==> src/rtl/ushift_pkg.sv <==
// ushift_pkg: mode encodings shared by ushift_reg and ushift_barrel.
package ushift_pkg;
   typedef enum logic [2:0] {
      MODE_HOLD = 3'b000,
      MODE_SHR  = 3'b001,
      MODE_SHL  = 3'b010,
      MODE_LOAD = 3'b011,
      MODE_ROR  = 3'b100,
      MODE_ROL  = 3'b101,
      MODE_ASR  = 3'b110,
      MODE_CLR  = 3'b111
   } mode_e;
endpackage

==> src/rtl/ushift_barrel.sv <==
// ushift_barrel: combinational shift/rotate of data by d (1..WIDTH) positions.
//   mode  : operation (shift/ASR always; rotate only with USHIFT_REG_ROTATE_EN)
//   data  : current register value
//   d     : shift distance
//   sin_r : fill for right shifts, sin_l : fill for left shifts
//   res   : shifted value (data unchanged for non-shift modes)
module ushift_barrel import ushift_pkg::*; #(
   parameter int WIDTH = 8,
   parameter int AMT_W = $clog2(WIDTH)
) (
   input  logic [2:0]       mode,
   input  logic [WIDTH-1:0] data,
   input  logic [AMT_W:0]   d,
   input  logic             sin_r,
   input  logic             sin_l,
   output logic [WIDTH-1:0] res
);
   logic             fill;
   logic [WIDTH-1:0] shr, shl, rot;
   // double-width shifts so that d == WIDTH yields a full fill
   assign fill = (mode == MODE_ASR) ? data[WIDTH-1] : sin_r;
   assign shr  = WIDTH'({{WIDTH{fill}}, data} >> d);
   assign shl  = WIDTH'(({data, {WIDTH{sin_l}}} << d) >> WIDTH);
`ifdef USHIFT_REG_ROTATE_EN
   assign rot = (mode == MODE_ROR) ? WIDTH'({data, data} >> d) :
                (mode == MODE_ROL) ? WIDTH'(({data, data} << d) >> WIDTH) : data;
`else
   assign rot = data;
`endif
   always_comb res = (mode == MODE_SHL) ? shl :
                     (mode == MODE_SHR || mode == MODE_ASR) ? shr : rot;
endmodule

==> src/rtl/ushift_reg.sv <==
// ushift_reg: universal shift register with saturating shift counter.
//   clk, rst (async active-low), en (0 = hold), mode (ushift_pkg encodings),
//   amt (distance-1), sin_r/sin_l (serial fills), pin (parallel load)
//   pout (contents), sout_r = pout[0], sout_l = pout[WIDTH-1],
//   cnt (positions shifted since load, saturates at WIDTH), done (cnt == WIDTH)
//   Macro USHIFT_REG_ROTATE_EN enables rotate modes; otherwise they hold.
module ushift_reg import ushift_pkg::*; #(
   parameter int WIDTH = 8,
   parameter int AMT_W = $clog2(WIDTH),
   parameter int CNT_W = $clog2(WIDTH + 1)
) (
   input  logic             clk,
   input  logic             rst,
   input  logic             en,
   input  logic [2:0]       mode,
   input  logic [AMT_W-1:0] amt,
   input  logic             sin_r,
   input  logic             sin_l,
   input  logic [WIDTH-1:0] pin,
   output logic [WIDTH-1:0] pout,
   output logic             sout_r,
   output logic             sout_l,
   output logic [CNT_W-1:0] cnt,
   output logic             done
);
   localparam logic [CNT_W-1:0] CMAX = CNT_W'(WIDTH);
   logic [WIDTH-1:0] pout_q, pout_d, bar;
   logic [CNT_W-1:0] cnt_q, cnt_d;
   logic [CNT_W:0]   sum;
   logic [AMT_W:0]   d;
   logic [2:0]       op;
   logic             rot, shifting;
   assign op = en ? mode : MODE_HOLD;
   assign d  = {1'b0, amt} + (AMT_W + 1)'(1);
`ifdef USHIFT_REG_ROTATE_EN
   assign rot = (op == MODE_ROR) || (op == MODE_ROL);
`else
   assign rot = 1'b0;
`endif
   assign shifting = (op == MODE_SHR) || (op == MODE_SHL) || (op == MODE_ASR) || rot;
   assign sum = (CNT_W + 1)'(cnt_q) + (CNT_W + 1)'(d);
   ushift_barrel #(.WIDTH(WIDTH), .AMT_W(AMT_W)) u_barrel (
      .mode (op),
      .data (pout_q),
      .d    (d),
      .sin_r(sin_r),
      .sin_l(sin_l),
      .res  (bar)
   );
   always_comb begin
      pout_d = (op == MODE_LOAD) ? pin : (op == MODE_CLR) ? '0 : shifting ? bar : pout_q;
      cnt_d  = (op == MODE_LOAD || op == MODE_CLR) ? '0 :
               !shifting ? cnt_q : (sum > {1'b0, CMAX}) ? CMAX : sum[CNT_W-1:0];
   end
   always_ff @(posedge clk or negedge rst) begin
      if (!rst) begin
         pout_q <= '0;
         cnt_q  <= '0;
      end else begin
         pout_q <= pout_d;
         cnt_q  <= cnt_d;
      end
   end
   assign pout   = pout_q;
   assign cnt    = cnt_q;
   assign sout_r = pout_q[0];
   assign sout_l = pout_q[WIDTH-1];
   assign done   = (cnt_q == CMAX);
endmodule
==> config.mk <==
export PLATFORM = sky130hd
export DESIGN_NAME = ushift_reg
export DESIGN_NICKNAME = d
export VERILOG_FILES = /design/src/rtl/ushift_pkg.sv /design/src/rtl/ushift_barrel.sv /design/src/rtl/ushift_reg.sv
export SDC_FILE = /design/constraint.sdc
export NUM_CORES = 1
export LEC_CHECK = 0
export ABC_AREA = 1
export BUFFER_PORTS_ARGS = -buffer_cell sky130_fd_sc_hd__buf_2
export CAP_MARGIN = 10
export CORE_ASPECT_RATIO = 0.8
export CORE_UTILIZATION = 30
export CTS_BUF_LIST = sky130_fd_sc_hd__clkbuf_2
export DETAILED_ROUTE_END_ITERATION = 8
export GPL_ROUTABILITY_DRIVEN = 0
export GPL_TIMING_DRIVEN = 0
export PLACE_DENSITY = 0.46
export SLEW_MARGIN = 30
export SYNTH_ARGS = -nofsm -noshare
export SYNTH_HDL_FRONTEND = slang
export SYNTH_SLANG_ARGS = --single-unit
==> constraint.sdc <==
create_clock -name clk -period 1.9 [get_ports clk]
set_input_delay 0.095 -clock clk [delete_from_list [all_inputs] [get_ports clk]]
set_output_delay 0.095 -clock clk [all_outputs]
set_load 0.005 [all_outputs]
Word-level counts from Yosys, hierarchy flattened:

Index checks and enable logic that the tools add are counted.

* add/sub/neg operators: 2
* $lt $le $gt $ge: 1
* equality and inequality tests: 6
* shift operators: 2
* muxes and demuxes: 10
* reduce and logical (&&, ||, !) cells: 8

Operators by type and width (count)
* 8-bit 2-to-1 mux: 5
* 16-bit by 4-bit left shift with 16-bit output: 1
* 16-bit by 4-bit >> shifter with 8-bit output: 1
* 4-bit 2-to-1 mux: 3
* 3-bit by 2-bit == test with 1-bit output, second input constant: 2
* 3-bit == test, second input constant: 2
* 4-bit by 4-bit adder with 5-bit output: 1
* 5-bit by 4-bit greater-than comparator with 1-bit output, second input constant: 1
* 3-bit by 1-bit adder with 4-bit output, second input constant: 1
* 4-bit == test, second input constant: 1
* 1-bit logical OR: 4
* 4-bit nonzero test: 1
* 3-bit by 1-bit == test with 1-bit output, second input constant: 1
* 3-bit 2-to-1 mux: 1
* 3-bit nonzero test: 1
* 2-bit AND reduction: 1
* 2-bit nonzero test: 1
* 1-bit 2-to-1 mux: 1

* register bits after elaboration: 12
* logic and storage cells: 31

Depth between registers and ports, before layout:

* depth in word-level cells: 9
* mapped depth: 13
* depth with buffers taken out: 12

Hierarchy:

A second synthesis with hierarchy kept.

* cells, all modules: 310
* area, all modules: 1747.9 µm²

Modules (own cells, without submodules)
* ushift_barrel: times used 1, cells each 205, area each 977.2 µm², sequential area each 0.0 µm²
* ushift_reg: times used 1, cells each 105, area each 770.7 µm², sequential area each 300.3 µm²

Least setup slack after synthesis:

Ideal clock, no wire load.

* kind: input to register
* start point: in amt[0]
* end point: reg cnt_q[0] (netlist: cnt[0])
* setup time: 83 ps
* arrival: 1610 ps
* required time: 1817 ps
* slack: 207 ps
* stages on the path: 9
* path buffers: 2
* cells stage by stage: buf_4 inv_1 buf_2 ha_1 fa_1 xor2_1 o31ai_1 nand2_1 o21ai_0

* cells in the longest elaborated chain, start to end: 6

RTL lines
* start: declaration: RTL line ushift_reg.sv:16 `input logic [AMT_W-1:0] amt,`
* 3-bit by 1-bit adder with 4-bit output (*): RTL line ushift_reg.sv:34 `assign d = {1'b0, amt} + (AMT_W + 1)'(1);`
* 4-bit by 4-bit adder with 5-bit output (*): RTL line ushift_reg.sv:41 `assign sum = (CNT_W + 1)'(cnt_q) + (CNT_W + 1)'(d);`
* 5-bit by 4-bit greater-than comparator with 1-bit output: RTL line ushift_reg.sv:53 `!shifting ? cnt_q : (sum > {1'b0, CMAX}) ? CMAX : sum[CNT_W-1:0];`
* 4-bit 2-to-1 mux (*) (2 in series): RTL line ushift_reg.sv:53
* 4-bit 2-to-1 mux (*): RTL line ushift_reg.sv:52 `cnt_d = (op == MODE_LOAD || op == MODE_CLR) ? '0 :`
* end signal: assignment: RTL line ushift_reg.sv:61 `cnt_q <= cnt_d;`
* end: declaration: RTL line ushift_reg.sv:28 `logic [CNT_W-1:0] cnt_q, cnt_d;`

Every way passes the cells marked *; elsewhere a longest branch is shown, timed or not. The select of a mux whose other input is x is not followed.
A chain may end at the register's enable or synchronous reset.

Final worst setup path:

* start point: reg cnt_q[0] (netlist: cnt[0])
* end point: reg cnt_q[1] (netlist: cnt[1])

* cells in the longest elaborated chain, start to end: 5

RTL lines (RTL line)
* 4-bit by 4-bit adder with 5-bit output (*): ushift_reg.sv:41
* 5-bit by 4-bit greater-than comparator with 1-bit output: ushift_reg.sv:53
* 4-bit 2-to-1 mux (*) (2 in series): ushift_reg.sv:53
* 4-bit 2-to-1 mux (*): ushift_reg.sv:52

Marked as above.

==> results.ini <==
[power]
total_leakage_power_nw=0.942
power_per_cell_area_mw_per_mm2=844
design_power_total_mw=1.45
irDropWorstVdd_mv=0.502

[floorplanning]
die_h_um=62.4
die_area_mm2=0.00483
core-area_mm2=0.00428
die_w_um=77.5
initial_utilization_pct=31.9
placementRows=21
total_i_o_pin_count=34

[sta]
maxSlewHeadroom_pct=61.0
period_share_pct=96.3
maxSlewViolCount=0
setup_viol=0
skew_ns=0.00141
hold_viol=0
fin_worst_hold_slack_ns=0.0231
rsz0062_at_grt=true
min_period_ns=1.83
worstMarginPinSlew_ns=0.582
fmaxAchievable_mhz=546

[cells_and_area]
number_of_diodes=0
area.growth.synth_to_final_pct=25.6
finalInstanceArea_mm2=0.00172
final_common_cell=sky130_fd_sc_hd__nand2_1
layout-drive-gt1-share_pct=22.3
final_cell_mix=sky130_fd_sc_hd__nand2_1 (85), sky130_fd_sc_hd__buf_2 (34), sky130_fd_sc_hd__nand3_1 (28)
fillCellCount=495
nNetsFinal=300
postLayoutCoreUtil_pct=40.1
stdcell_count=331

[synthesis]
post_synth_instance_area_mm2=0.00137
netlist_instances=233
ys_ff_latch=12
asyncSetResetFlopFracSynth_pct=100
post_synth_num_cell_types=29
synth_enable_flop_cells=0
synth.yosys.seq_area_share_pct=22.0
prevailing_post_synth_register_cell=sky130_fd_sc_hd__dfrtp_1
postSynthNetCount=258
synthesis.area_per_instance_um2=5.87
warning_count_from_the_yosys_run=0

[flow_run]
max_cap_violations=0

[critical_path]
timing.critical_path.fanout_max=3
timing.critical_path.max_delay_family=adder cells
cp-end-kind=flop
crit_buf_inv=0
timing.rr.end=cnt[1]
timing.rr.start=cnt[0]
cp.arrival_ns=2.04
critPathKind=flop to flop
ff2ff_setup_slack_ns=0.07
r2r.worst_path.cells=6
critical_path.slowest_cell=sky130_fd_sc_hd__dfrtp_2
required_ns=2.11
crit_chain=ha_4, fa_2, xor2_4, o31ai_2, nand2_2, o21ai_1
cp_slowest_stage_delay_ns=0.46
start_kind=flop

[global_routing]
grt_antenna_before_repair=0
grt-ovfl-total=0
via_count_of_the_first_global_routing_pass=1526
grt_first_pass_wirelength_um=7580
grt_max_degree=13
track_usage_pct=20.0

[routing]
drt_pass1_iterations=5
drt_drc_violations_left=0
routed_wl_um=4540
num_vias=1607
drt_iter0_markers=116
wl_met1_um=2480
wire_per_inst_um=13.7
vias_per_cell=4.85
route.met3.wl_um=184
maxUsedRoutingLayer=met4
met2_wirelength_um=1860
drtAntennaViolNets=0

[clock_network]
clk_buf_depth=2
h-tree-depth=1
tritoncts_num_sinks=12
cts.reportedPaths.clkPinSlew_ns=0.13
clk-insertion-delay-late_ns=0.27
clock-root-buffer=sky130_fd_sc_hd__clkbuf_2
tritoncts.num_buffers=3
tritoncts=done

[outcome]
outcome=completed

[min_path]
hold_start=pin[7]
hold-path-endpoint=pout[7]
hp-class=input pin to flop
min_delay_path_depth=3

[placed_design]
portBuffers=33
post-place-cells=323
dp.final_hpwl_um=3600
placed_cell_area_mm2=0.00160

-- where the power goes --
part	switching (mW)	total, mW	internal [mW]	leakage (nW)
clock	0.0940	0.140	0.0457	0.0140
combinational	0.510	0.897	0.387	0.788
sequential	0.0877	0.413	0.325	0.140
-- kinds of logic after synthesis --
logic type                 synth area share [%]
AOI/OAI and AO/OA                          18.0
xor gates and xnor gates                   2.47
adders and majority gates                  6.04
buffers and inverters                      10.1
DFF                                        22.0
and+or+nand+nor                            41.4
-- worst register-to-register path, stage by stage, from the launching register on --
cell and delay, ns:
sky130_fd_sc_hd__dfrtp_2 0.46, sky130_fd_sc_hd__ha_4 0.18, sky130_fd_sc_hd__fa_2 0.41, sky130_fd_sc_hd__xor2_4 0.18, sky130_fd_sc_hd__o31ai_2 0.27, sky130_fd_sc_hd__nand2_2 0.13
sky130_fd_sc_hd__o21ai_1 0.14
-- stage by stage --
| stage | setup slack (ns) | TNS (ns) |
|---|---|---|
| 6_report | 0.0697 | 0 |
| 5_1_grt | -0.0331 | -0.0640 |
| 4_1_cts | 0.00292 | 0 |
| 3_5_place_dp | -0.181 | -0.986 |
| 3_3_place_gp | -0.209 | -1.20 |
| 2_1_floorplan | 0.207 | 0 |
-- state kept, by name, summed over array words and instances, names as in the netlist --
signal / count
cnt: 4
pout: 8
-- per-layer routing --
layer	GRT usage, %	vias to the layer above
met4	1.42	0
met1	31.8	713
met5	0	-
met2	28.7	45
met3	3.50	2
li1	-	847
-- worst max path at each step --
stage	slack (ns)	cells past startpoint	to	startpoint
global route	-0.03	6	cnt[0]	cnt[0]
CTS	0.003	6	cnt[1]	cnt[0]
floorplan	0.21	9	cnt[0]	amt[0]
detailed placement	-0.18	10	cnt[2]	amt[0]
global placement	-0.21	10	cnt[0]	amt[0]
finish	0.07	6	cnt[1]	cnt[0]
-- cells in the mapped netlist (2+ instances only) --
cell,count,area share [%]
sky130_fd_sc_hd__inv_1,20,5.5
sky130_fd_sc_hd__o21ai_0,15,5.5
sky130_fd_sc_hd__a21oi_1,21,7.7
sky130_fd_sc_hd__nand3_1,28,10
sky130_fd_sc_hd__ha_1,5,4.6
sky130_fd_sc_hd__clkbuf_1,3,0.82
sky130_fd_sc_hd__dfrtp_1,12,22
sky130_fd_sc_hd__nand2_1,86,24
sky130_fd_sc_hd__nor2_1,17,4.7
sky130_fd_sc_hd__xor2_1,2,1.3
sky130_fd_sc_hd__o22ai_1,2,0.91
sky130_fd_sc_hd__o211ai_1,2,1.1
sky130_fd_sc_hd__buf_4,3,1.6
sky130_fd_sc_hd__a21oi_2,2,1.3
-- final cells by class --
type                            count  area [um^2]  share of cell area, %
Inverter                           22         85.1                   4.95
Clock buffer                        3         15.0                  0.874
Multi-Input combinational cell    191          990                   57.6
Clock inverter                      1         3.75                  0.218
Tap cell                           57         71.3                   4.15
Buffer                              8         53.8                   3.13
Timing Repair Buffer               37          198                   11.5
Sequential cell                    12          302                   17.6
-- repair_timing --
item,4_1_cts,5_1_grt
endpoints found under the hold margin,12,0
hold buffers,1,0
endpoints found under the setup margin,0,5
buffers inserted,0,3
gates resized for setup,0,16
Note: power is estimated with default switching activity, not from simulation.
